==> config.mk <==
export PLATFORM = sky130hd
export DESIGN_NAME = booth_mult_r4
export DESIGN_NICKNAME = d
export VERILOG_FILES = /design/src/rtl/booth_mult_r4.sv
export SDC_FILE = /design/constraint.sdc
export NUM_CORES = 1
export LEC_CHECK = 0
export ABC_AREA = 1
export CAP_MARGIN = 5
export CORE_MARGIN = 1.5
export CORE_UTILIZATION = 39
export CTS_CLUSTER_DIAMETER = 50
export DETAILED_ROUTE_END_ITERATION = 12
export GPL_ROUTABILITY_DRIVEN = 0
export PLACE_DENSITY_LB_ADDON = 0.15
export SLEW_MARGIN = 0
export SYNTH_ARGS = -nofsm -noshare
export SYNTH_HDL_FRONTEND = slang
export SYNTH_SLANG_ARGS = --single-unit
==> constraint.sdc <==
create_clock -name clk -period 2.6 [get_ports clk]
set_input_delay 0.39 -clock clk [delete_from_list [all_inputs] [get_ports clk]]
set_output_delay 0.39 -clock clk [all_outputs]
set_load 0.005 [all_outputs]
==> src/rtl/booth_mult_r4.sv <==
// Radix-4 (modified) Booth sequential multiplier with start/done handshake, signed or unsigned per operation.
// Optional macro BOOTH_ZERO_SKIP_EN: a zero operand bypasses CALC and finishes in one cycle.
module booth_mult_r4 #(
   parameter int WIDTH = 16
) (
   input  logic                 clk,
   input  logic                 rst,
   input  logic                 start,
   input  logic                 signed_mode,
   input  logic [WIDTH-1:0]     multiplicand,
   input  logic [WIDTH-1:0]     multiplier,
   output logic                 busy,
   output logic                 done,
   output logic [2*WIDTH-1:0]   product
);

   localparam int ITER = WIDTH / 2 + 1;
   localparam int AW   = WIDTH + 3;
   localparam int QW   = WIDTH + 2;
   localparam int CW   = $clog2(ITER + 1);

   generate
      if (WIDTH < 4 || (WIDTH % 2) != 0) begin : g_bad_width
         $fatal(1, "booth_mult_r4: WIDTH must be even and >= 4");
      end
   endgenerate

   typedef enum logic [1:0] {IDLE, CALC, DONE} state_t;

   state_t          state;
   state_t          state_next;
   logic [AW-1:0]   acc;
   logic [AW-1:0]   acc_sum;
   logic [AW-1:0]   acc_sh;
   logic [QW-1:0]   mcand;
   logic [QW-1:0]   mult;
   logic [QW-1:0]   mult_sh;
   logic [QW-1:0]   mcand_in;
   logic [QW-1:0]   mult_in;
   logic            qm1;
   logic [CW-1:0]   cnt;
   logic [AW-1:0]   m_ext;
   logic [AW-1:0]   m_dbl;
   logic [2:0]      trip;
   logic            last;

   assign mcand_in = {{2{signed_mode & multiplicand[WIDTH-1]}}, multiplicand};
   assign mult_in  = {{2{signed_mode & multiplier[WIDTH-1]}}, multiplier};
   assign m_ext    = {mcand[QW-1], mcand};
   assign m_dbl    = {mcand, 1'b0};
   assign trip     = {mult[1:0], qm1};
   assign last     = (cnt == CW'(1));

   always_comb begin
      acc_sum = acc;
      unique case (trip)
         3'b001, 3'b010: acc_sum = acc + m_ext;
         3'b011:         acc_sum = acc + m_dbl;
         3'b100:         acc_sum = acc - m_dbl;
         3'b101, 3'b110: acc_sum = acc - m_ext;
         default:        acc_sum = acc;
      endcase
   end

   // {A,Q,q(-1)} shifted right arithmetically by two after the add
   assign acc_sh  = {{2{acc_sum[AW-1]}}, acc_sum[AW-1:2]};
   assign mult_sh = {acc_sum[1:0], mult[QW-1:2]};

   always_ff @(posedge clk or negedge rst) begin
      if (!rst) state <= IDLE;
      else      state <= state_next;
   end

   always_comb begin
      state_next = state;
      case (state)
         IDLE: begin
            if (start) begin
`ifdef BOOTH_ZERO_SKIP_EN
               if (multiplicand == '0 || multiplier == '0) state_next = DONE;
               else                                        state_next = CALC;
`else
               state_next = CALC;
`endif
            end
         end
         CALC:    if (last) state_next = DONE;
         DONE:    state_next = IDLE;
         default: state_next = IDLE;
      endcase
   end

   always_comb begin
      busy = (state != IDLE);
      done = (state == DONE);
   end

   always_ff @(posedge clk or negedge rst) begin
      if (!rst) begin
         acc     <= '0;
         mcand   <= '0;
         mult    <= '0;
         qm1     <= 1'b0;
         cnt     <= '0;
         product <= '0;
      end else begin
         case (state)
            IDLE: begin
               if (start) begin
                  acc   <= '0;
                  mcand <= mcand_in;
                  mult  <= mult_in;
                  qm1   <= 1'b0;
                  cnt   <= CW'(ITER);
`ifdef BOOTH_ZERO_SKIP_EN
                  if (multiplicand == '0 || multiplier == '0) product <= '0;
`endif
               end
            end
            CALC: begin
               acc <= acc_sh;
               mult <= mult_sh;
               qm1 <= mult[1];
               cnt <= cnt - CW'(1);
               if (last) product <= {acc_sh[WIDTH-3:0], mult_sh};
            end
            default: ;
         endcase
      end
   end

endmodule

==> results summary, run 1 <==
The flow ran to the end, but the final reports show violations. The checks that failed: negative setup slack. The final count of pins violating max slew came out at 0. The via count normalized by instance count came out at a little over 5. In the final layout, the share of cells above drive strength 1 is 0.342. The detailed-route via count is between 7k and 8k. The worst setup path is launched from a flip-flop. Among the stages of the critical path, the cell type that occurs most often is sky130_fd_sc_hd__nand2_1. For this design, the slowest cell found on the critical path is sky130_fd_sc_hd__dfrtp_1. The post-DP HPWL came out at 15700 um. The root buffer selected by CTS is sky130_fd_sc_hd__clkbuf_16. The global-route total usage across every layer is 0.241.

The path depth of the worst reg2reg path came out at 21. The required time of the critical path is between 2 and 3 ns. The gate count of the mapped netlist came out at 954. The total number of placement rows is between 40 and 50. The largest single stage delay on the critical path is approximately 0.40 ns. The fraction of synthesized cell area taken by the top area cell type came out at 0.341. The number of DRC markers after the initial detailed-route iteration came out at 519. The signal on the critical path passes through inv_2, ha_4, nand4_4, nor2_4, inv_2, o41ai_2, o21ai_1, nand2_1, o21ai_2, ha_4, nand2_2, inv_2, nand2_2, nor2_2, nand4_1, nand3_2, nand3_1, nand3_2, nand2_1, nand2_1, nand2_1. Across all register-to-register paths, the minimum setup slack is -0.34 ns. Clock-pin slew was measured on the worst setup and hold paths at 0.08 ns.

The number of warnings reported in the yosys synthesis log came out at 0. The wire length of the first global-routing pass is around 34000 um. The number of cells in the finished layout apart from fillers is approximately 1.4k. The number of register bits inferred by synthesis is 91. The final number of hold-violating endpoints is 0. After layout, the worst setup slack is -0.341 ns. The number of detailed-routing iterations run before antenna repair is 5. The actual slew at the worst max-slew pin came out at 0.698 ns. The total wire length after detailed routing is around 22000 um. The end point of the critical path is acc[17]$_DFFE_PN0P_. The CTS H-tree depth is 3. In the post-synthesis netlist, the biggest area contributors are sky130_fd_sc_hd__dfrtp_1 34%, sky130_fd_sc_hd__nand2_1 19%, sky130_fd_sc_hd__ha_1 7.9%. The critical path crosses 21 cells after its start point. The worst register-to-register path begins at mcand[1]$_DFFE_PN0P_.

The prevailing post-synth register cell is sky130_fd_sc_hd__dfrtp_1. The number of antenna violations at the first check in global routing is 0. Entering global routing, the biggest net connects 92 pins. The summed instance area of the synthesized netlist came out at about 0.0067 mm2.

The most critical setup path has its startpoint at mcand[1]$_DFFE_PN0P_. The class of the most critical setup path is flip-flop to flip-flop. The final antenna-violating net count came out at 0. Setup violations remaining at the end of the flow were counted as 24. The kind of cell with the highest combined delay along the critical path is simple AND/OR/NAND/NOR gates.

The final routed DRC violation total came out at 0. The total inserted antenna cells is 0. For the final database, setup skew stands at 0.00923 ns. The biggest area contributor in the post-synthesis netlist is sky130_fd_sc_hd__dfrtp_1. For this run, the register share of the synthesized area comes to 0.341. The maximum count of clock buffers along a single path is 2.

The growth of design area from synthesis to finish is 51.5%. The reported max-cap violation count is 0. The worst register-to-register path ends at acc[17]$_DFFE_PN0P_. STA classifies the critical path endpoint as a flip-flop. The number of hold-repair buffers added at the cts stage is 0.

Input and output buffers added on the ports amount to 69. Counting the fill cells in the layout gives about 1.4k. The vertical die dimension is 134 um. The data arrival time of the critical path is 3.19 ns. The shortest clock period the worst path allows after layout is 2.94 ns. The floorplan core area is between 0.015 and 0.02 mm2. The headroom to the max-slew limit is 0.534. Along the worst path, the maximum fanout reaches 4.

In the final design database the tool counted 1250 nets. The top-level port count came out at 70. The number of nets in the synthesized netlist came out at 1034. The final period utilization came out at 1.13.

In this run, placement finished with an instance count of 1335. The wire length per cell is 15.8 um. The distinct cell type count after synthesis came out at 49.

Setup repair after global routing could not meet its margin everywhere. For this run, asynchronously set or reset flops after synthesis account for 1.00. TritonCTS built the clock tree. The die width came out at roughly 130 um. The number of CTS-inserted buffers is 9. The insertion delay of the later-clocked pin in the worst-skew pair is around 0.36 ns.

The full die area is 0.0179 mm2. The via count of the first global-routing pass is 6729. For this run the aggregate overflow at the end of global routing stands at 0. The effective utilization at floorplan came out at 0.401. Derived from the worst setup path, the maximum achievable clock frequency is around 340 MHz.

The class of the most critical hold timing path is input pin to asynchronous set/reset pin. The number of enable-type register cells in the synthesized netlist is 0. The total number of clock tree sinks came out at 91.

After synthesis, the mean cell area works out to 7.00 um2. The final core utilization came out at 0.608. The combined buffer and inverter count along the critical path is 3.
==> layer usage <==
metal | wire, um | vias to the layer above | track usage
met5 | 0 | - | 0
met3 | 1050 | 41 | 0.0423
li1 | - | 3577 | -
met2 | 10500 | 188 | 0.394
met1 | 9960 | 3403 | 0.329
met4 | 578 | 0 | 0.0634
==> synthesized netlist by cell type, drive strengths merged (7+ instances only) <==
cell type,n
a21oi,40
a22oi,14
buf,12
clkbuf,15
dfrtp,91
ha,42
inv,92
nand2,340
nand3,80
nand3b,9
nor2,61
nor3,7
o21ai,101
or2,9
xor2,9
==> repair_timing <==
item / 4_1_cts / 5_1_grt
setup buffers: 22 / 21
gates resized for setup: 84 / 156
setup endpoints to repair: 27 / 29
pin swaps: 51 / 60
gates cloned: 2 / 0
==> registers in the layout, indices dropped and copies added (netlist names) <==
| signal | count |
|---|---|
| cnt | 4 |
| mult | 18 |
| state | 2 |
| product | 32 |
| mcand | 17 |
| acc | 17 |
| qm1 | 1 |
==> worst register-to-register path: cells and delay by family, from the launching register on <==
family	cells	cell delay, ns
fa+ha+maj	2	0.44
simple gates	13	1.20
buf+inv	3	0.23
compound gates	3	0.56
flops	1	0.40
==> cell type report <==
class,count,area [um2],share of cell area
flip-flops and latches,91,2280,0.225
well taps,220,275,0.0272
clock inverters,7,95.1,0.00940
inverters,93,354,0.0350
repair buffers,232,2010,0.198
multi-input cells,743,4890,0.483
clock buffers,9,225,0.0223
==> placed cells by master, fill, tap and decap left out, types with 17 or more instances in the layout <==
master	Yosys	layout
sky130_fd_sc_hd__clkdlybuf4s50_1	0	68
sky130_fd_sc_hd__dfrtp_1	91	91
sky130_fd_sc_hd__nor2_2	4	19
sky130_fd_sc_hd__a21oi_2	1	17
sky130_fd_sc_hd__inv_2	9	19
sky130_fd_sc_hd__o21ai_1	4	21
sky130_fd_sc_hd__nand2_1	332	298
sky130_fd_sc_hd__nand2_2	8	34
sky130_fd_sc_hd__nand3_2	10	29
sky130_fd_sc_hd__nand3_1	70	49
sky130_fd_sc_hd__nor2_1	52	32
sky130_fd_sc_hd__buf_4	0	152
sky130_fd_sc_hd__inv_1	82	71
sky130_fd_sc_hd__ha_1	42	21
sky130_fd_sc_hd__o21ai_0	93	54
==> how the worst min path moves through the flow <==
stage | to | startpoint
4_1_cts | mcand[14]$_DFFE_PN0P_ | rst
3_5_place_dp | product[28]$_DFFE_PN0P_ | product[28]$_DFFE_PN0P_
5_1_grt | mcand[14]$_DFFE_PN0P_ | rst
6_report | mcand[14]$_DFFE_PN0P_ | rst
3_3_place_gp | product[14]$_DFFE_PN0P_ | product[14]$_DFFE_PN0P_
2_1_floorplan | acc[0]$_DFFE_PN0P_ | rst
==> cells by family (layout without fill, tap and decap cells) <==
logic type	Yosys count	count (layout)	share of synthesized area
AO/OA/AOI/OAI	177	177	0.154
XOR/XNOR	11	11	0.0144
adder cells (fa/ha/maj)	44	44	0.0846
buffers and inverters	120	341	0.0715
flip-flops	91	91	0.341
AND/OR/NAND/NOR	511	511	0.335
==> per-stage QoR <==
stage / setup WS [ns] / setup TNS, ns / area [um2] / hold slack [ns]
floorplan: -0.0653 / -0.195 / 6750 / 0.0944
CTS: -0.244 / -3.50 / 9340 / 0.0892
detailed placement: -0.434 / -6.52 / 8510 / 0.464
global route: -0.521 / -8.70 / 10100 / 0.0770
finish: -0.341 / -4.40 / 10100 / 0.0217
global placement: -0.394 / -5.24 / 8510 / 0.460
Power of run 1 is left out: the tool's default activity adds up to more than one toggle a clock period on the data nets, which glitch-free logic cannot reach.
==> inputs of run 2 (changes only) <==
--- a/config.mk
+++ b/config.mk
@@ -8,7 +8,7 @@
 export ABC_AREA = 1
 export CAP_MARGIN = 5
 export CORE_MARGIN = 1.5
-export CORE_UTILIZATION = 39
+export CORE_UTILIZATION = 44
 export CTS_CLUSTER_DIAMETER = 50
 export DETAILED_ROUTE_END_ITERATION = 12
 export GPL_ROUTABILITY_DRIVEN = 0
==> results summary, run 2 (same netlist as run 1, synthesis figures left out) <==
The largest clock skew in the final design came out at 0.0176 ns. The most frequent standard cell in the layout excluding fill and tap cells is sky130_fd_sc_hd__nand2_1. In this run the critical register-to-register path is launched from mcand[1]$_DFFE_PN0P_. The CTS H-tree depth is 3. The maximum number of pins on one net before global-route repair came out at 46. Row generation in the floorplan step produced 44 rows. After detailed routing, the number of remaining DRC violations is 0. The highest cell delay on the worst timing path is 0.40 ns.

The final number of hold-violating endpoints is 0. The fraction of layout cells with a size suffix above 1 came out at 0.394. The reported max-cap violation count is 0. For this run, the total global-route usage over all layers was measured as 0.287. The count of buffers inserted at the top-level ports is 69. The die width came out at 126 um. The final period utilization is 1.15. The detail route stage leaves a number of antenna-violating nets equal to 0. Final hold analysis gives a worst-case slack of 0.468 ns.

The die covers 0.0159 mm2. The largest registers in the layout are product x32, mult x18. The net count of the finished layout came out at 1273. Setup repair after global routing could not meet its margin everywhere.

The sort of element at the end of the critical path is a flip-flop. The number of detailed-routing iterations run before antenna repair is 5. The number of flip-flops in the largest register is 32. The final core utilization is 0.728. The number of antenna violations at the first check in global routing came out at 0. The CTS tree is done. At the worst endpoint, the arrival time is approximately 3.2 ns. The wire length per cell came out at 18.6 um. The cell sitting at the root of the clock tree is a sky130_fd_sc_hd__clkbuf_16. The core region is approximately 0.015 mm2. The number of setup violations in the final report came out at 24. The post-DP HPWL is 15500 um. The top-level port count came out at 70. Summed over all layers, the global routing overflow is 0. The detailed-route via count is 7771.

The effective utilization at floorplan is 0.455. The top cell types in the final layout, fill and taps aside, are 290 x sky130_fd_sc_hd__nand2_1, 160 x sky130_fd_sc_hd__buf_4, 88 x sky130_fd_sc_hd__dfrtp_1. The achievable frequency came out at 334 MHz. More flip-flops sit in one register than any other, and that register is product. Tracing the worst setup path back leads to its startpoint at mcand[1]$_DFFE_PN0P_.

The via count of the first global-routing pass came out at 7081. The required time of the critical path came out at 2.84 ns. The maximum fanout along the worst path came out at 4. The final count of pins violating max slew is 0.

After the first detailed-routing iteration, the DRC count stood at 667. The final reports fail on negative setup slack. The total number of clock tree sinks came out at 91. The wire length of the first global-routing pass is roughly 36000 um.

The min-delay analysis places its worst path in the category input pin to asynchronous set/reset pin. The longest clock path from root to sink contains 2 buffers. The worst setup margin came out at -0.392 ns. The actual slew at the worst max-slew pin came out at about 0.69 ns. The via count normalized by instance count is ~5.6. The startpoint type of the worst setup path is a flip-flop. The total wire length after detailed routing came out at 25700 um. The worst setup path is of the flip-flop to flip-flop kind. The insertion delay of the later-clocked pin in the worst-skew pair is 0.37 ns. The vertical die dimension is 126 um. 0 antenna diodes ended up in the layout.

The signal on the critical path passes through inv_2, ha_4, nand4_4, nor2_4, inv_4, nor2_4, nand2_2, xnor2_2, nand2_1, o21ai_1, ha_1, nand2_2, buf_4, nor2_1, nand3_1, nand2_1, nand2_1, nand3_1, nand3_1, nand2_1, nand2_1. The headroom to the max-slew limit came out at 0.542. The growth of design area from synthesis to finish is 60.1%.

The clock transition time at the flip-flop clock pins of the worst setup and hold paths is 0.08 ns. The shortest clock period the worst path allows after layout came out at 2.99 ns. The highest-delay cell along the critical path is sky130_fd_sc_hd__dfrtp_1.

The flow ran to the end, but the final reports show violations. The cell repeated most along the worst path is sky130_fd_sc_hd__nand2_1. The number of CTS-inserted buffers is 9.
[run 2: cell count changes in the layout (fill, tap and decap cells not counted), sizes merged]
cell and change:
dlygate4sd3 +1, bufbuf +1, inv -1, clkinvlp +3, buf +21, clkinv -3
[run 2: layout make-up]
type / instances / area (um2)
inverter: 93 / 354
clock inverter: 6 / 72.6
clock buffer: 9 / 225
multi-input combinational: 743 / 5260
fill: 1005 / 4000
timing repair buffer: 255 / 2270
sequential: 91 / 2280
tap: 184 / 230
[run 2: critical path: cells and delay by family, from the launching register on]
family | cells | cell delay (ns)
simple gates | 14 | 1.37
fa+ha+maj | 2 | 0.56
flops | 1 | 0.40
buf+inv | 3 | 0.31
xor+xnor | 1 | 0.15
compound gates | 1 | 0.08
[run 2: layer usage]
metal	wire, um	global-route usage
met2	12200	0.474
met3	1790	0.0480
met1	10300	0.374
met5	0	0
met4	1390	0.121
[run 2: worst paths after layout]
kind	endpoint	slack, ns	cells after the start
worst max register to register	acc[14]$_DFFE_PN0P_	-0.39	21
worst max-delay path	acc[14]$_DFFE_PN0P_	-0.39	21
worst min-delay path	acc[14]$_DFFE_PN0P_	0.47	2
worst min register to register	product[14]$_DFFE_PN0P_	0.48	2
min in group clk	product[14]$_DFFE_PN0P_	0.48	2
max in group asynchronous	product[1]$_DFFE_PN0P_	1.41	3
[run 2: metrics by stage]
step | TNS, ns | cells | setup slack [ns] | area, um2
2_1_floorplan | -0.195 | 954 | -0.0653 | 6750
5_1_grt | -9.10 | 1381 | -0.513 | 10700
4_1_cts | -3.02 | 1366 | -0.258 | 9940
3_3_place_gp | -6.20 | 1309 | -0.392 | 8550
6_report | -6.36 | 1381 | -0.392 | 10700
3_5_place_dp | -7.42 | 1309 | -0.470 | 8550
[run 2: what timing repair did]
item | CTS | global route
gates cloned | 4 | 0
buffers inserted | 38 | 17
endpoints found under the setup margin | 27 | 28
pin swaps | 84 | 72
endpoints found under the hold margin | 22 | 0
gates resized for setup | 196 | 126
hold buffers | 1 | 0
Power of run 2 is left out for the same reason.
